===== src/rtl/muldiv_unit.sv =====
// Iterative 32-bit unsigned multiply/divide: shift-add multiply and restoring divide,
// one bit per cycle, followed by a single-cycle register file write.
module muldiv_unit (
    input  logic        clk,
    input  logic        reset,
    input  logic        start,
    input  logic [1:0]  op,
    input  logic [4:0]  rd,
    input  logic [31:0] a,
    input  logic [31:0] b,
    output logic        busy,
    output logic        done,
    output logic        we,
    output logic [4:0]  waddr,
    output logic [31:0] win
);

    typedef enum logic [1:0] {IDLE, RUN, WB} state_t;

    state_t      state, state_n;
    logic [1:0]  op_q;
    logic [4:0]  rd_q;
    logic [4:0]  cnt;
    // opa: multiplicand, or dividend shifting out / quotient shifting in
    // opb: multiplier shifting right, or fixed divisor
    // acc: 64-bit product, or partial remainder in acc[31:0]
    logic [31:0] opa, opb;
    logic [63:0] acc;

    logic [32:0] sum, shl;
    logic [31:0] diff;
    logic        qbit;
    logic [63:0] acc_n;
    logic [31:0] opa_n, opb_n, result;

    assign busy = (state != IDLE);

    always_comb begin
        sum    = {1'b0, acc[63:32]} + (opb[0] ? {1'b0, opa} : 33'd0);
        shl    = {acc[31:0], opa[31]};
        qbit   = (shl >= {1'b0, opb});
        diff   = shl[31:0] - opb;
        acc_n  = acc;
        opa_n  = opa;
        opb_n  = opb;
        if (!op_q[1]) begin
            // carry out of the add lands in bit 63 after the shift
            acc_n = {sum, acc[31:1]};
            opb_n = opb >> 1;
        end else begin
            acc_n = {32'd0, (qbit ? diff : shl[31:0])};
            opa_n = {opa[30:0], qbit};
        end
        case (op_q)
            2'b00:   result = acc_n[31:0];
            2'b01:   result = acc_n[63:32];
            2'b10:   result = opa_n;
            default: result = acc_n[31:0];
        endcase
    end

    always_comb begin
        state_n = state;
        case (state)
            IDLE:    if (start) state_n = RUN;
            RUN:     if (cnt == 5'd0) state_n = WB;
            WB:      state_n = IDLE;
            default: state_n = IDLE;
        endcase
    end

    always_ff @(posedge clk) begin
        if (reset) state <= IDLE;
        else       state <= state_n;
    end

    always_ff @(posedge clk) begin
        if (reset) begin
            op_q  <= 2'd0;
            rd_q  <= 5'd0;
            cnt   <= 5'd0;
            opa   <= 32'd0;
            opb   <= 32'd0;
            acc   <= 64'd0;
            done  <= 1'b0;
            we    <= 1'b0;
            waddr <= 5'd0;
            win   <= 32'd0;
        end else begin
            done <= 1'b0;
            we   <= 1'b0;
            case (state)
                IDLE: if (start) begin
                    op_q <= op;
                    rd_q <= rd;
                    opa  <= a;
                    opb  <= b;
                    acc  <= 64'd0;
                    cnt  <= 5'd31;
                end
                RUN: begin
                    acc <= acc_n;
                    opa <= opa_n;
                    opb <= opb_n;
                    cnt <= cnt - 5'd1;
                    // final iteration: register the write so it is presented in WB
                    if (cnt == 5'd0) begin
                        done  <= 1'b1;
                        we    <= (rd_q != 5'd0);
                        waddr <= rd_q;
                        win   <= result;
                    end
                end
                default: ;
            endcase
        end
    end

endmodule

===== config.mk =====
export PLATFORM = sky130hd
export DESIGN_NAME = muldiv_unit
export DESIGN_NICKNAME = d
export VERILOG_FILES = /design/src/rtl/muldiv_unit.sv
export SDC_FILE = /design/constraint.sdc
export NUM_CORES = 1
export LEC_CHECK = 0
export ABC_AREA = 1
export CAP_MARGIN = 0
export CORE_ASPECT_RATIO = 2
export CORE_MARGIN = 5
export CORE_UTILIZATION = 50
export DETAILED_ROUTE_END_ITERATION = 8
export PLACE_DENSITY = 0.69
export SYNTH_ARGS = -nofsm -noshare
export SYNTH_HDL_FRONTEND = slang
export SYNTH_SLANG_ARGS = --single-unit

===== constraint.sdc =====
create_clock -name clk -period 3 [get_ports clk]
set_clock_uncertainty 0.15 [all_clocks]
set_input_delay 0.6 -clock clk [delete_from_list [all_inputs] [get_ports clk]]
set_output_delay 0.6 -clock clk [all_outputs]
set_load 0.01 [all_outputs]

# Yosys cells after proc, flatten, opt, wreduce, memory -nomap -nowiden
# Index checks and enable logic that the tools add are counted.
totals:
  ff_bits: 181
  input_bits: 74
  output_inout_bits: 40
op_classes:
  addsub: 3
  n_lt_le_gt_ge: 1
  n_eq_ne: 6
  n_mux: 18
  bitwise_logic: 2
  n_reduce_logical: 12
op_table:
  columns: ["operator", "count"]
  rows:
  - ["$mux 32", 6]
  - ["$pmux 32 s2", 3]
  - ["$mux 64", 2]
  - ["$pmux 64 s2", 1]
  - ["$add 32x32->33", 1]
  - ["$ge 33x32->1", 1]
  - ["$sub 32x32->32", 1]
  - ["$pmux 5 s2", 1]
  - ["$reduce_and 2->1", 4]
  - ["$ne 2x2->1 const B", 3]
  - ["$logic_not 5->1", 1]
  - ["$mux 5", 1]
  - ["$reduce_bool 5->1", 1]
  - ["$sub 5x1->5 const B", 1]
  - ["$eq 2x1->1 const B", 2]
  - ["$mux 2", 2]
  - ["$pmux 2 s2", 1]
  - ["$reduce_bool 2->1", 2]
  - ["$reduce_and 3->1", 1]
  - ["$reduce_or 3->1", 1]
  - ["$eq 2x2->1 const B", 1]
  - ["$logic_not 2->1", 1]
  - ["$not 1->1", 2]
  - ["$reduce_or 2->1", 1]
  - ["$mux 1", 1]

# Depth between registers and ports, before layout
logic_depth:
  depth_word: 4
  ltp_mapped: 19
  depth_no_buf: 18

# Least setup slack after synthesis
# No wires, ideal clock.
synth_path:
  kind: "reg2reg"
  from: "reg opb[0]"
  to: "reg win[21]"
  setup_ns: 0.068
  arrival_ns: 2.477
  path_slack_ns: 0.305
  stages_incl_launch_ff: 18
  n_path_buf: 1
  path_cell_list: "dfxtp_1 -> clkbuf_1 -> nand2_1 -> inv_1 -> ha_1 -> inv_1 -> fa_1 -> o21ai_2 -> nand2_1 -> nand2_1 -> nand2_1 -> nand2_1 -> nand2_1 -> nand3b_1 -> nand3_1 -> a21oi_1 -> nand2_1 -> a21oi_2"
synth_via:
  elab_chain_cells: 4
synth_lines:
  columns: ["element", "line_no", "source"]
  rows:
  - ["from (decl)", "27", "logic [31:0] opa, opb;"]
  - ["from (signal assigned)", "104", "opb <= opb_n;"]
  - ["$sub 32x32->32, or another cell as far along", "42", "diff = shl[31:0] - opb;"]
  - ["$mux 32 / $add 32x32->33 (equally long branches)", "51, 39", null]
  - ["$mux 64 (*)", "46", "if (!op_q[1]) begin"]
  - ["$pmux 32 s2 (*)", "54", "case (op_q)"]
  - ["to (signal assigned)", "111", "win <= result;"]
  - ["to (decl)", "15", "output logic [31:0] win"]
# Every way passes the cells marked *; elsewhere a longest branch is shown, timed or not.
# A chain may end at the register's enable or synchronous reset.

# Final worst setup path
layout_path:
  from: "reg opb[0]"
  to: "reg win[24]"
# The elaborated chain is that of the path after synthesis.

==> results.json <==
{
  "num_vias": 15200,
  "r2r_end": "win[24]",
  "cp_max_fo": 3,
  "arrival_ns": 2.98,
  "maxCapViolCount": 0,
  "grt_antenna_before_repair": 0,
  "synth_edf_count": 0,
  "grt_max_degree": 106,
  "endpoint_kind": "register",
  "detail-route-antenna-nets": 0,
  "fmaxAchievable_mhz": 357,
  "die_x_um": 129,
  "p_leak_nw": 8.12,
  "n_antenna_cell": 0,
  "yosys_register_bits": 181,
  "critPathBufInv": 3,
  "reg2reg_slack_ns": 0.20,
  "synth.avg_cell_area_um2": 5.84,
  "fin_crit_sh_pct": 93.3,
  "initial_utilization_pct": 50.3,
  "fin_nets": 2628,
  "grt_usage_pct": 29.2,
  "rows": 87,
  "crit_path_frequent_cell": "nand2_1",
  "cts_tree": "yes",
  "yosys_warnings": 0,
  "gp_congestion": 0.984,
  "fin_util_pct": 58.3,
  "initialDrtViolationCount": 1127,
  "chipHeight_um": 247,
  "yosys.cell_types.count": 41,
  "setup_tns_ns": 0,
  "min_from": "win[18]",
  "cts_buffers": 17,
  "synth_nets": 2554,
  "synth_ff_type": "dfxtp_1",
  "fp.coreArea_mm2": 0.0280,
  "drive_gt1_share_pct": 6.13,
  "fillers": 2872,
  "ctsRootBufferMaster": "clkbuf_16",
  "worst-setup-path-type": "register to register",
  "ff2ff_path_depth": 18,
  "grt_pass1_wl_um": 74000,
  "setup_viol_count_final": 0,
  "drv_slew": 0,
  "ir_drop_mv": 0.519,
  "portBuffers": 113,
  "status": "completed",
  "min_period_ns": 2.80,
  "grt_pass1_vias": 14300,
  "cts_sinks": 181,
  "drc": 0,
  "cp-start-kind": "register",
  "num_io_pins": 114,
  "clockBufferDepth": 2,
  "path_delay_family": "simple AND/OR/NAND/NOR gates",
  "fin_cells": 2852,
  "syn_to_final_growth_pct": 15.9,
  "r2r_start": "opb[0]",
  "whs_endpoint": "win[18]",
  "wl_um": 46300,
  "clk_latency_ns": 0.46,
  "post-cts-setup-buffer-count": 0,
  "gr-total-overflow": 0,
  "cts_max_level": 4,
  "dp_hpwl_um": 34900,
  "grt_setup_unrepaired": "false",
  "path_cells": "buf_4 -> ha_1 -> fa_1 -> inv_1 -> nand3_1 -> nand3_1 -> nand2_1 -> nand2_1 -> buf_4 -> nand2_1 -> nand3_1 -> nand2_1 -> nand2_1 -> nand2_1 -> nand3_1 -> nand3_1 -> nand2_1 -> a21oi_2",
  "design.die.area_mm2": 0.0318,
  "slowest_stage": "fa_1",
  "cp.depth": 18,
  "hold_viol": 0,
  "dp.cells": 2820,
  "wl_per_cell_um": 16.2,
  "hp-class": "register to register",
  "yosysSeqAreaShare_pct": 25.7,
  "synth_cells": 2409,
  "avgViaCountPerCell": 5.32,
  "holdPathStages": 2,
  "async_flop_share_pct": 0,
  "worst_ep_required_time_ns": 3.18,
  "drt-pass1-iter-count": 5,
  "syn_area_mm2": 0.0141,
  "whs_ns": 0.317,
  "max-slew-margin-rel_pct": 39.8,
  "clkTransAtPathRegs_ns": 0.07,
  "powerDensity_mw_per_mm2": 452,
  "max_slew.worst_pin.slew_ns": 0.904,
  "max_stage_delay_ns": 0.40
}
[how the worst max path moves through the flow]
| stage | start | to |
|---|---|---|
| finish | opb[0] | win[24] |
| detailed placement | opb[0] | win[22] |
| global route | opb[0] | win[26] |
| floorplan | opb[0] | win[21] |
| CTS | opb[0] | win[22] |
| global placement | opb[0] | win[24] |
[state kept, by name (all words and copies together), names as in the netlist]
| register | cells |
|---|---|
| acc | 64 |
| cnt | 5 |
| done | 1 |
| op_q | 2 |
| opa | 32 |
| opb | 32 |
| rd_q | 5 |
| state | 2 |
| waddr | 5 |
| we | 1 |
| win | 32 |
[worst register-to-register path, stage by stage (launching register included)]
cell and delay (ns):
dfxtp_1 0.34, buf_4 0.15, ha_1 0.21, fa_1 0.40, inv_1 0.13, nand3_1 0.08
nand3_1 0.10, nand2_1 0.06, nand2_1 0.12, buf_4 0.14, nand2_1 0.07, nand3_1 0.08
nand2_1 0.05, nand2_1 0.11, nand2_1 0.06, nand3_1 0.08, nand3_1 0.15, nand2_1 0.13
a21oi_2 0.05
[synth_stat cells, types with 3 or more instances]
| cell type | number | area share [%] |
|---|---|---|
| or2_2 | 3 | 0.13 |
| a211oi_1 | 3 | 0.16 |
| nand3_2 | 8 | 0.57 |
| clkinv_1 | 5 | 0.13 |
| buf_2 | 10 | 0.36 |
| nand3b_1 | 30 | 1.6 |
| clkbuf_1 | 73 | 1.9 |
| a21oi_2 | 14 | 0.87 |
| nor2_4 | 4 | 0.32 |
| inv_1 | 343 | 9.1 |
| nor3_1 | 19 | 0.68 |
| o211ai_1 | 32 | 1.7 |
| o21bai_1 | 7 | 0.37 |
| o21ai_0 | 90 | 3.2 |
| nand3_1 | 150 | 5.3 |
| nor2_2 | 8 | 0.36 |
| nor2_1 | 109 | 2.9 |
| ha_1 | 69 | 6.1 |
| a21oi_1 | 197 | 7.0 |
| dfxtp_1 | 181 | 26 |
| nand4_1 | 17 | 0.76 |
| buf_1 | 11 | 0.29 |
| xnor2_1 | 14 | 0.87 |
| nand2_1 | 921 | 25 |
| inv_2 | 10 | 0.27 |
| xor2_1 | 11 | 0.68 |
| a31oi_1 | 34 | 1.5 |
| buf_6 | 9 | 0.72 |
| nand2_2 | 8 | 0.36 |
| and2_1 | 5 | 0.22 |
[per-stage QoR]
stage	total power [mW]	worst slack (ns)	area [um^2]
finish	7.37	0.202	16300
global route	7.74	0.0111	16300
CTS	7.39	0.175	16300
detailed placement	4.85	0.204	15600
global placement	4.85	0.194	15600
floorplan	4.12	0.305	14100
[layer usage]
layer | part of all wire [%] | GRT usage [%] | up-vias
met3 | 5.1 | 3.29 | 114
met4 | 5.1 | 14.9 | 0
met2 | 48 | 49.4 | 519
met5 | 0 | 0 | -
met1 | 42 | 36.2 | 6762
li1 | - | - | 7781
[layout by cell type, fill, tap and decap left out, types with 11 or more instances in the layout]
| cell | netlist | routed |
|---|---|---|
| nor2_2 | 8 | 11 |
| nand3_1 | 150 | 149 |
| nor2_1 | 109 | 105 |
| inv_1 | 343 | 342 |
| inv_2 | 10 | 11 |
| a21oi_1 | 197 | 191 |
| xnor2_1 | 14 | 14 |
| o21ai_0 | 90 | 89 |
| a21oi_2 | 14 | 20 |
| nand2_1 | 921 | 921 |
| o211ai_1 | 32 | 32 |
| ha_1 | 69 | 68 |
| nand4_1 | 17 | 17 |
| a31oi_1 | 34 | 34 |
| clkbuf_16 | 0 | 17 |
| dfxtp_1 | 181 | 180 |
| nor3_1 | 19 | 18 |
| nand3b_1 | 30 | 30 |
| xor2_1 | 11 | 11 |
| buf_4 | 0 | 39 |
| clkdlybuf4s50_1 | 0 | 112 |
[cells by family after synthesis]
group | Yosys count | share of synthesized area (%)
adders and majority gates | 71 | 6.42
DFF | 181 | 25.7
and+or+nand+nor | 1287 | 38.2
AOI/OAI and AO/OA | 384 | 15.2
xor gates and xnor gates | 25 | 1.56
buffers and inverters | 461 | 12.9
[what timing repair did]
item,CTS,global route
endpoints found under the setup margin,0,10
hold buffers,0,0
gates resized for setup,0,10
[layout make-up]
cell class                 count  area, um^2  share of cell area (%)
clock buffer                  20         467                    2.86
clock inverter                12         188                    1.15
inverter                     358        1340                    8.24
multi-input combinational   1767        8690                    53.3
sequential                   181        3620                    22.2
tap                          356         445                    2.73
timing repair buffer         158        1550                    9.53
[power by group]
part           internal [mW]  leakage (nW)  total (mW)  switching (mW)
clock                   1.48         0.320        2.55            1.07
sequential              2.56          1.48        2.67           0.118
combinational          0.711          6.33        2.15            1.44
Power figures use the tool's default switching activity.
